<file path="config.mk">
export PLATFORM = sky130hd
export DESIGN_NAME = bproc_update_sched
export DESIGN_NICKNAME = d
export VERILOG_FILES = /design/src/rtl/bproc_pkg.sv /design/src/rtl/bproc_sched_arb.sv /design/src/rtl/bproc_update_sched.sv
export SDC_FILE = /design/constraint.sdc
export NUM_CORES = 1
export LEC_CHECK = 0
export ABC_CLOCK_PERIOD_IN_PS = 2520
export CAP_MARGIN = 20
export CELL_PAD_IN_SITES_DETAIL_PLACEMENT = 0
export CELL_PAD_IN_SITES_GLOBAL_PLACEMENT = 1
export CORE_MARGIN = 3
export CORE_UTILIZATION = 29
export DETAILED_ROUTE_END_ITERATION = 7
export PLACE_DENSITY_LB_ADDON = 0.25
export SKIP_CTS_REPAIR_TIMING = 1
export SYNTH_ARGS = -nofsm -noshare
export SYNTH_HDL_FRONTEND = slang
export SYNTH_SLANG_ARGS = --single-unit
export TNS_END_PERCENT = 10
</file>
<file path="constraint.sdc">
create_clock -name clk -period 2.52 [get_ports clk]
set_input_delay 0.378 -clock clk [delete_from_list [all_inputs] [get_ports clk]]
set_output_delay 0.378 -clock clk [all_outputs]
set_load 0.02 [all_outputs]
</file>
<file path="src/rtl/bproc_pkg.sv">
// Shared types and constants for the branch-process update scheduler.
package bproc_pkg;

  localparam int BPROC_DW = 33;
  localparam logic [BPROC_DW-1:0] BPROC_ZERO = '0;

  typedef enum logic [1:0] {
    IDLE     = 2'd0,
    TBL_BUSY = 2'd1,
    CORR     = 2'd2
  } bproc_state_e;

  // An all-zero payload is a learning commit that targets the predictor tables.
  function automatic logic bproc_is_commit(input logic [BPROC_DW-1:0] d);
    return d == BPROC_ZERO;
  endfunction

endpackage

</file>
<file path="src/rtl/bproc_sched_arb.sv">
// Eligibility and grant logic for the update scheduler; BPROC_SCHED_RR_EN
// selects round-robin arbitration instead of fixed back-over-prev priority.
module bproc_sched_arb
  import bproc_pkg::*;
#(
  parameter int MAX_PENDING = 8
) (
`ifdef BPROC_SCHED_RR_EN
  input  logic       clk,
  input  logic       rst,
`endif
  input  logic       i_idle,
  input  logic       i_prev_valid,
  input  logic       i_back_valid,
  input  logic [3:0] i_pending_cnt,
  output logic       o_gnt_prev,
  output logic       o_gnt_back
);

  localparam logic [3:0] MAXP = 4'(MAX_PENDING);

  logic w_elig_prev;
  logic w_elig_back;

  assign w_elig_back = i_idle & i_back_valid;
  assign w_elig_prev = i_idle & i_prev_valid & (i_pending_cnt < MAXP);

`ifdef BPROC_SCHED_RR_EN
  // r_last_back remembers which source won the previous grant; starts as back.
  logic r_last_back;

  always_ff @(posedge clk or negedge rst) begin
    if (!rst) begin
      r_last_back <= 1'b1;
    end else if (o_gnt_back | o_gnt_prev) begin
      r_last_back <= o_gnt_back;
    end
  end

  always_comb begin
    o_gnt_back = w_elig_back & (~w_elig_prev | ~r_last_back);
    o_gnt_prev = w_elig_prev & (~w_elig_back | r_last_back);
  end
`else
  assign o_gnt_back = w_elig_back;
  assign o_gnt_prev = w_elig_prev & ~w_elig_back;
`endif

endmodule

</file>
<file path="src/rtl/bproc_update_sched.sv">
// Shares table/correct-PC update resources between the front-end learn stream
// and the back-end resolution stream. Optional macro: BPROC_SCHED_RR_EN.
module bproc_update_sched
  import bproc_pkg::*;
#(
  parameter int TBL_LAT     = 2,
  parameter int MAX_PENDING = 8
) (
  input  logic                clk,
  input  logic                rst,
  input  logic                prev_valid,
  input  logic [BPROC_DW-1:0] prev_data,
  output logic                prev_ready,
  input  logic                back_valid,
  input  logic [BPROC_DW-1:0] back_data,
  output logic                back_ready,
  output logic                tbl_fire,
  output logic                corr_fire,
  output logic [BPROC_DW-1:0] upd_data,
  output logic [3:0]          pending_cnt,
  output logic                underflow_err
);

  localparam int CW = (TBL_LAT > 1) ? $clog2(TBL_LAT) : 1;
  localparam logic [CW-1:0] CNT_LOAD = CW'(TBL_LAT - 1);

  bproc_state_e        r_state;
  bproc_state_e        w_state_nxt;
  logic [CW-1:0]       r_cnt;
  logic [CW-1:0]       w_cnt_nxt;
  logic                r_tbl_fire;
  logic                r_corr_fire;
  logic [BPROC_DW-1:0] r_upd_data;
  logic [3:0]          r_pending;
  logic                r_underflow;

  logic                w_idle;
  logic                w_gnt_prev;
  logic                w_gnt_back;
  logic                w_gnt;
  logic                w_commit;
  logic [BPROC_DW-1:0] w_gnt_data;
  logic [3:0]          w_pend_nxt;
  logic                w_uf_set;

  assign w_idle = (r_state == IDLE);

  bproc_sched_arb #(
    .MAX_PENDING(MAX_PENDING)
  ) u_arb (
`ifdef BPROC_SCHED_RR_EN
    .clk           (clk),
    .rst           (rst),
`endif
    .i_idle        (w_idle),
    .i_prev_valid  (prev_valid),
    .i_back_valid  (back_valid),
    .i_pending_cnt (r_pending),
    .o_gnt_prev    (w_gnt_prev),
    .o_gnt_back    (w_gnt_back)
  );

  assign w_gnt      = w_gnt_prev | w_gnt_back;
  assign w_gnt_data = w_gnt_back ? back_data : prev_data;
  assign w_commit   = bproc_is_commit(w_gnt_data);

  assign prev_ready = w_gnt_prev;
  assign back_ready = w_gnt_back;

  // The count is loaded with TBL_LAT-1 and the table stays busy until it has
  // been observed at zero, so the tables are held for exactly TBL_LAT cycles.
  always_comb begin
    w_state_nxt = r_state;
    w_cnt_nxt   = r_cnt;
    case (r_state)
      IDLE: begin
        if (w_gnt) begin
          if (w_commit) begin
            w_state_nxt = TBL_BUSY;
            w_cnt_nxt   = CNT_LOAD;
          end else begin
            w_state_nxt = CORR;
          end
        end
      end
      TBL_BUSY: begin
        if (r_cnt == '0) begin
          w_state_nxt = IDLE;
        end else begin
          w_cnt_nxt = r_cnt - 1'b1;
        end
      end
      CORR:    w_state_nxt = IDLE;
      default: w_state_nxt = IDLE;
    endcase
  end

  // In-flight branch tracking: prev adds, back commit retires, back flush clears.
  always_comb begin
    w_pend_nxt = r_pending;
    w_uf_set   = 1'b0;
    if (w_gnt_prev) begin
      w_pend_nxt = r_pending + 4'd1;
    end else if (w_gnt_back) begin
      if (w_commit) begin
        if (r_pending == 4'd0) begin
          w_uf_set = 1'b1;
        end else begin
          w_pend_nxt = r_pending - 4'd1;
        end
      end else begin
        w_pend_nxt = 4'd0;
      end
    end
  end

  always_ff @(posedge clk or negedge rst) begin
    if (!rst) begin
      r_state     <= IDLE;
      r_cnt       <= '0;
      r_tbl_fire  <= 1'b0;
      r_corr_fire <= 1'b0;
      r_upd_data  <= '0;
      r_pending   <= 4'd0;
      r_underflow <= 1'b0;
    end else begin
      r_state     <= w_state_nxt;
      r_cnt       <= w_cnt_nxt;
      r_tbl_fire  <= w_gnt & w_commit;
      r_corr_fire <= w_gnt & ~w_commit;
      if (w_gnt) begin
        r_upd_data <= w_gnt_data;
      end
      r_pending <= w_pend_nxt;
      if (w_uf_set) begin
        r_underflow <= 1'b1;
      end
    end
  end

  assign tbl_fire      = r_tbl_fire;
  assign corr_fire     = r_corr_fire;
  assign upd_data      = r_upd_data;
  assign pending_cnt   = r_pending;
  assign underflow_err = r_underflow;

endmodule

</file>
# Word level (Yosys, flattened, before mapping)
# Cells that the tools add are included.
# op_classes
add_sub_neg,3
magnitude_cmp,1
eq_ne,5
n_mux,17
n_bitwise,9
reduce_logical,8
# op_table
op,n
$logic_not 33->1,1
$mux 33,1
$mux 4,4
$mux 1,7
$and 1x1->1,6
$mux 2,3
$ne 2x2->1 const B,3
$add 4x1->4 const B,1
$logic_not 4->1,1
$lt 4x4->1 const B,1
$pmux 2 s2,1
$reduce_and 2->1,2
$reduce_bool 2->1,2
$sub 4x1->4 const B,1
$ne 3x3->1 const B,1
$reduce_and 3->1,1
$eq 2x1->1 const B,1
$logic_not 2->1,1
$not 1->1,2
$pmux 1 s2,1
$or 1x1->1,1
$sub 1x1->1 const B,1
# totals
register_bits,43
in_bits,70
out_inout_bits,42
elab_cells,50

# Logic depth before layout (Yosys ltp)
# depth
ltp_word,7
mapped_depth,7
depth_no_buf,7

# Hierarchy
# Synthesis repeated with hierarchy kept, for this count alone.
# hier_totals
cells_unflattened,229
hier_area_um2,2341.0
# modules_own_cells
module,n_inst,cells_each,area_per_inst_um2,seq_area_each_um2
bproc_update_sched,1,227,2321.0,1076.0
bproc_sched_arb,1,2,20.0,0.0

# Worst setup path after synthesis
# Ideal clock, no wire load.
# synth_path
kind,register -> register
start,reg r_state[1]
end,reg r_pending[3] (netlist: pending_cnt[3])
setup_ns,0.121
t_arrival_ns,1.838
required_ns,2.399
slack_ns,0.561
stages_incl_launch_ff,7
path_buffers,1
period_less_slack_ns,1.959
cell_sequence,dfrtp_1 -> or3b_1 -> buf_2 -> or4b_4 -> nor3_4 -> a21oi_2 -> a22o_1
# synth_via
elab_chain_cells,7
elab_cells_between_ends,14
classes_between,1 x eq/ne; 4 x mux; 5 x bitwise; 4 x reduce/logical
# synth_lines
item,line,text
"start, declared",bproc_update_sched.sv:27,bproc_state_e r_state;
"start signal, assigned",bproc_update_sched.sv:127,r_state <= w_state_nxt;
$logic_not 2->1 *,bproc_update_sched.sv:46,assign w_idle = (r_state == IDLE);
$and 1x1->1,bproc_sched_arb.sv:25,assign w_elig_back = i_idle & i_back_valid;
$mux 33,bproc_update_sched.sv:64,assign w_gnt_data = w_gnt_back ? back_data : prev_data;
$logic_not 33->1,bproc_pkg.sv:15,return d == BPROC_ZERO;
$mux 4,bproc_update_sched.sv:105,if (w_commit) begin
$mux 4,bproc_update_sched.sv:104,end else if (w_gnt_back) begin
$mux 4,bproc_update_sched.sv:102,if (w_gnt_prev) begin
"end signal, assigned",bproc_update_sched.sv:134,r_pending <= w_pend_nxt;
"end, declared",bproc_update_sched.sv:34,logic [3:0] r_pending;
# Mark *: on every way between the ends. The rest lies on a longest branch, timed or not. The select of a mux whose other input is x is not followed.
# A chain may end at the register's enable or synchronous reset.

# Worst setup path in the final report
# layout_path
start,in back_data[17]
end,reg r_pending[2] (netlist: pending_cnt[2])
# layout_via
elab_chain_cells,5
elab_cells_between_ends,7
classes_between,1 x eq/ne; 4 x mux; 2 x reduce/logical
# layout_lines
item,line,text
"start, declared",bproc_update_sched.sv:15,"input logic [BPROC_DW-1:0] back_data,"
$mux 33 *,bproc_update_sched.sv:64,
$logic_not 33->1 *,bproc_pkg.sv:15,
$mux 4,bproc_update_sched.sv:105,
$mux 4,bproc_update_sched.sv:104,
$mux 4,bproc_update_sched.sv:102,
# Marked as above.

==> run_summary.xml <==
<?xml version="1.0" encoding="UTF-8"?>
<metrics>
  <group name="synthesis">
    <metric name="syn_inst_count" unit="">227</metric>
    <metric name="avgSynthCellArea" unit="um^2">9.662</metric>
    <metric name="post_synth_cell_types" unit="">33</metric>
    <metric name="register_area_share_after_synthesis" unit="">0.4906</metric>
    <metric name="synth.cell_area" unit="mm^2">0.002193</metric>
    <metric name="synth_warnings" unit="">0</metric>
    <metric name="syn_nets" unit="">299</metric>
    <metric name="ys_ff_latch" unit="">43</metric>
  </group>
  <group name="floorplan">
    <metric name="die_width" unit="um">92.97</metric>
    <metric name="rows" unit="">31</metric>
    <metric name="die-area" unit="mm^2">0.008642</metric>
    <metric name="core_area" unit="mm^2">0.007292</metric>
    <metric name="die_h" unit="um">92.97</metric>
    <metric name="io_pins" unit="">112</metric>
    <metric name="floorplan.initialDensity" unit="">0.3008</metric>
  </group>
  <group name="layout">
    <metric name="antenna_cells" unit="">0</metric>
    <metric name="multiInputGateArea" unit="mm^2">0.001050</metric>
    <metric name="layout.nets" unit="">421</metric>
    <metric name="layout.area.seq" unit="mm^2">0.001076</metric>
    <metric name="final.fill_count" unit="">737</metric>
    <metric name="final_layout_size_suffix_gt1_frac" unit="">0.08571</metric>
    <metric name="area_growth_syn_to_fin" unit="%">65.66</metric>
  </group>
  <group name="clock_tree">
    <metric name="root_buffer" unit="">sky130_fd_sc_hd__clkbuf_8</metric>
    <metric name="tritoncts_num_sinks" unit="">43</metric>
    <metric name="path_clk_slew" unit="ps">90</metric>
    <metric name="tritoncts.num_buffers" unit="">5</metric>
    <metric name="clock_latency_of_the_later_clocked_register_in_the_worst_skew_pair" unit="ps">300</metric>
    <metric name="cts_tree" unit="">done</metric>
    <metric name="cts_buffer_depth" unit="">2</metric>
    <metric name="htreeDepth" unit="">2</metric>
  </group>
  <group name="timing">
    <metric name="rsz_0062_raised_after_global_routing" unit="">false</metric>
    <metric name="fin_skew" unit="ps">6.958</metric>
    <metric name="maxSlewViolCount" unit="">0</metric>
    <metric name="final.hold.worst_slack" unit="ps">5.970</metric>
    <metric name="max_clk_rate" unit="MHz">431.7</metric>
    <metric name="setup-tns-final" unit="ps">0</metric>
    <metric name="fin_ws" unit="ps">203.7</metric>
    <metric name="report.final.hold_viol_count" unit="">0</metric>
    <metric name="timing.slew.headroom" unit="">0.6613</metric>
    <metric name="worstMarginPinSlew" unit="ps">504.7</metric>
    <metric name="finalSetupViolCount" unit="">0</metric>
    <metric name="ratio_of_final_minimum_period_to_clock_period" unit="">0.9192</metric>
    <metric name="fin_crit" unit="ps">2316</metric>
  </group>
  <group name="setup_path">
    <metric name="r2r_end" unit="">pending_cnt[3]</metric>
    <metric name="setup.worst_path.class" unit="">input pin to flip-flop</metric>
    <metric name="ff2ff_setup_slack" unit="ps">410</metric>
    <metric name="end_kind" unit="">flip-flop</metric>
    <metric name="critPathRequiredTime" unit="ps">2760</metric>
    <metric name="path_max_fanout" unit="">8</metric>
    <metric name="path_common_cell" unit="">sky130_fd_sc_hd__buf_4</metric>
    <metric name="crit_path_start" unit="">back_data[17]</metric>
    <metric name="path_buf_inv" unit="">3</metric>
    <metric name="slowest_cell_on_the_critical_path" unit="">sky130_fd_sc_hd__nor4_1</metric>
    <metric name="worstReg2RegStart" unit="">r_state[1]</metric>
    <metric name="critical_path.max_stage_delay" unit="ps">460</metric>
    <metric name="cp_arrival" unit="ps">2560</metric>
    <metric name="startpoint_type" unit="">input pin</metric>
    <metric name="worst_r2r_path_depth" unit="">5</metric>
    <metric name="critPathTopFamily" unit="">buffers and inverters</metric>
    <metric name="crit_path_cell_trace" unit="">clkdlybuf4s50_1, nor4_1, buf_4, nand4_1, nor3_1, o21ai_1, buf_4, o31ai_1, o21a_1</metric>
  </group>
  <group name="routing">
    <metric name="finalWirelength" unit="um">6925</metric>
    <metric name="antenna_violating_nets_post_route" unit="">0</metric>
    <metric name="routedWlPerCell" unit="um">15.42</metric>
    <metric name="post_drt_via_cell_ratio" unit="">4.690</metric>
    <metric name="detailedRoute.firstPassIterationCount" unit="">4</metric>
    <metric name="detailed_route_iter0_violations" unit="">88</metric>
    <metric name="post-route-drc-count" unit="">0</metric>
    <metric name="detailroute.via_count" unit="">2106</metric>
  </group>
  <group name="pwr">
    <metric name="pleak" unit="nW">1.504</metric>
    <metric name="power.sequential.fraction" unit="">0.366</metric>
    <metric name="power_report.internal_total" unit="W">0.001703</metric>
    <metric name="switching_share" unit="">0.3191</metric>
    <metric name="power.share.clock" unit="">0.259</metric>
    <metric name="p_sw" unit="W">0.0007980</metric>
    <metric name="combinationalPowerShare" unit="">0.375</metric>
    <metric name="ir_drop" unit="mV">0.3085</metric>
    <metric name="powerDensity" unit="mW/mm^2">688.3</metric>
  </group>
  <group name="job">
    <metric name="maxCapViolCount" unit="">0</metric>
  </group>
  <group name="grt">
    <metric name="number_of_global_route_vias_before_repair" unit="">2091</metric>
    <metric name="grt_antenna_before_repair" unit="">0</metric>
    <metric name="grt_use_total" unit="">0.1600</metric>
    <metric name="global_route.overflow_total" unit="">0</metric>
    <metric name="grt_max_degree" unit="">45</metric>
    <metric name="wire_length_of_the_first_global_routing_pass" unit="um">10890</metric>
  </group>
  <group name="place">
    <metric name="place.gp.congestion" unit="">0.8227</metric>
    <metric name="io_buffers" unit="">111</metric>
    <metric name="place_worst_setup_slack" unit="ps">-150.7</metric>
    <metric name="detailed_place_hpwl" unit="um">5301</metric>
  </group>
  <group name="min_path">
    <metric name="worstHoldPathType" unit="">input pin to async pin</metric>
  </group>
  <group name="outcome">
    <metric name="result_of_the_run" unit="">finished clean</metric>
  </group>
</metrics>
==> worst max path at each step <==
stage	endpoint	cells after the start	slack, ps
6_report	pending_cnt[2]	9	200
5_1_grt	pending_cnt[2]	9	8
4_1_cts	back_ready	4	-40
3_5_place_dp	pending_cnt[2]	9	-150
3_3_place_gp	pending_cnt[2]	9	-110
2_1_floorplan	pending_cnt[3]	6	560
==> power groups by stage <==
| stage | sequential [W] | combinational (W) | clock [W] |
|---|---|---|---|
| after floorplan | 0.00108 | 0.000285 | 0 |
| after global placement | 0.000923 | 0.000940 | 0 |
| after detailed placement | 0.000926 | 0.000947 | 0 |
| after CTS | 0.000916 | 0.000948 | 0.000663 |
| after global routing | 0.000935 | 0.00101 | 0.000689 |
| final | 0.000916 | 0.000937 | 0.000649 |
==> synth_stat cells <==
| cell type | instances | area [um^2] |
|---|---|---|
| sky130_fd_sc_hd__a21oi_1 | 35 | 175.2 |
| sky130_fd_sc_hd__a21oi_2 | 1 | 8.760 |
| sky130_fd_sc_hd__a22o_1 | 1 | 8.760 |
| sky130_fd_sc_hd__a22oi_1 | 1 | 7.510 |
| sky130_fd_sc_hd__a31oi_1 | 1 | 6.260 |
| sky130_fd_sc_hd__and2_1 | 1 | 6.260 |
| sky130_fd_sc_hd__and2b_1 | 1 | 7.510 |
| sky130_fd_sc_hd__buf_1 | 2 | 7.510 |
| sky130_fd_sc_hd__buf_2 | 5 | 25.02 |
| sky130_fd_sc_hd__clkbuf_1 | 5 | 18.77 |
| sky130_fd_sc_hd__dfrtp_1 | 43 | 1076 |
| sky130_fd_sc_hd__ha_1 | 2 | 25.02 |
| sky130_fd_sc_hd__inv_1 | 6 | 22.52 |
| sky130_fd_sc_hd__mux2i_1 | 33 | 330.3 |
| sky130_fd_sc_hd__nand2_1 | 7 | 26.28 |
| sky130_fd_sc_hd__nand2b_1 | 1 | 6.260 |
| sky130_fd_sc_hd__nand3_1 | 1 | 5.000 |
| sky130_fd_sc_hd__nand4_1 | 5 | 31.28 |
| sky130_fd_sc_hd__nor2_1 | 41 | 153.9 |
| sky130_fd_sc_hd__nor3_1 | 3 | 15.01 |
| sky130_fd_sc_hd__nor3_4 | 1 | 16.27 |
| sky130_fd_sc_hd__nor4_1 | 15 | 93.84 |
| sky130_fd_sc_hd__nor4b_1 | 2 | 17.52 |
| sky130_fd_sc_hd__o211ai_1 | 1 | 7.510 |
| sky130_fd_sc_hd__o21a_1 | 3 | 22.52 |
| sky130_fd_sc_hd__o21ai_0 | 1 | 5.000 |
| sky130_fd_sc_hd__o21ai_1 | 2 | 10.01 |
| sky130_fd_sc_hd__o21bai_1 | 2 | 15.01 |
| sky130_fd_sc_hd__o31ai_1 | 1 | 7.510 |
| sky130_fd_sc_hd__or2_2 | 1 | 6.260 |
| sky130_fd_sc_hd__or3_1 | 1 | 6.260 |
| sky130_fd_sc_hd__or3b_1 | 1 | 8.760 |
| sky130_fd_sc_hd__or4b_4 | 1 | 13.76 |
==> registers in the layout, indices dropped and copies added (netlist names) <==
| name | flops |
|---|---|
| tbl_fire | 1 |
| pending_cnt | 4 |
| underflow_err | 1 |
| upd_data | 33 |
| r_state | 2 |
| r_cnt | 1 |
| corr_fire | 1 |
==> cell families after synthesis <==
kind of cell    synth area share
simple gates              0.1888
compound gates            0.1249
fa+ha+maj                0.01141
buf+inv                  0.03366
flops                     0.4906
mux                       0.1506
==> routing by layer <==
layer	part of all wire	GRT usage	vias up	wire length [um]
met2	0.48	0.2549	72	3290
met3	0.056	0.04305	7	388
met4	0.014	0.04640	0	99
li1	-	-	1062	-
met1	0.45	0.2128	965	3147
met5	0	0	-	0
==> cell type report <==
type                       count  share of cell area
clock inverter                 2             0.01653
sequential                    43              0.2961
tap                           99             0.03409
multi-input combinational    166              0.2889
clock buffer                   6             0.01997
inverter                       6            0.006198
timing repair buffer         127              0.3382
==> cell usage in the layout, fill, tap and decap left out, types with 5 or more instances in the layout <==
cell,n
sky130_fd_sc_hd__dfrtp_1,43
sky130_fd_sc_hd__nand2_1,7
sky130_fd_sc_hd__buf_4,16
sky130_fd_sc_hd__nor2_1,41
sky130_fd_sc_hd__clkdlybuf4s50_1,109
sky130_fd_sc_hd__nand4_1,5
sky130_fd_sc_hd__a21oi_1,35
sky130_fd_sc_hd__clkbuf_8,5
sky130_fd_sc_hd__nor4_1,15
sky130_fd_sc_hd__mux2i_1,33
sky130_fd_sc_hd__inv_1,6
==> per-stage QoR <==
step,util,power [W],cells,cell area [um^2]
after floorplan,-,0.001369,227,2193
after global placement,0.4798,0.001862,441,3498
after detailed placement,0.4798,0.001873,441,3498
after CTS,0.4979,0.002527,449,3631
after global routing,0.4983,0.002631,449,3633
final,0.4983,0.002501,449,3633
==> worst register-to-register path, stage by stage (launching register included) <==
cell and delay [ps]:
sky130_fd_sc_hd__dfrtp_1 420, sky130_fd_sc_hd__or3b_2 570, sky130_fd_sc_hd__or4b_4 530, sky130_fd_sc_hd__nor3_4 150, sky130_fd_sc_hd__a21oi_2 120, sky130_fd_sc_hd__a22o_1 220
No activity file was read; power rests on OpenSTA's default activity.
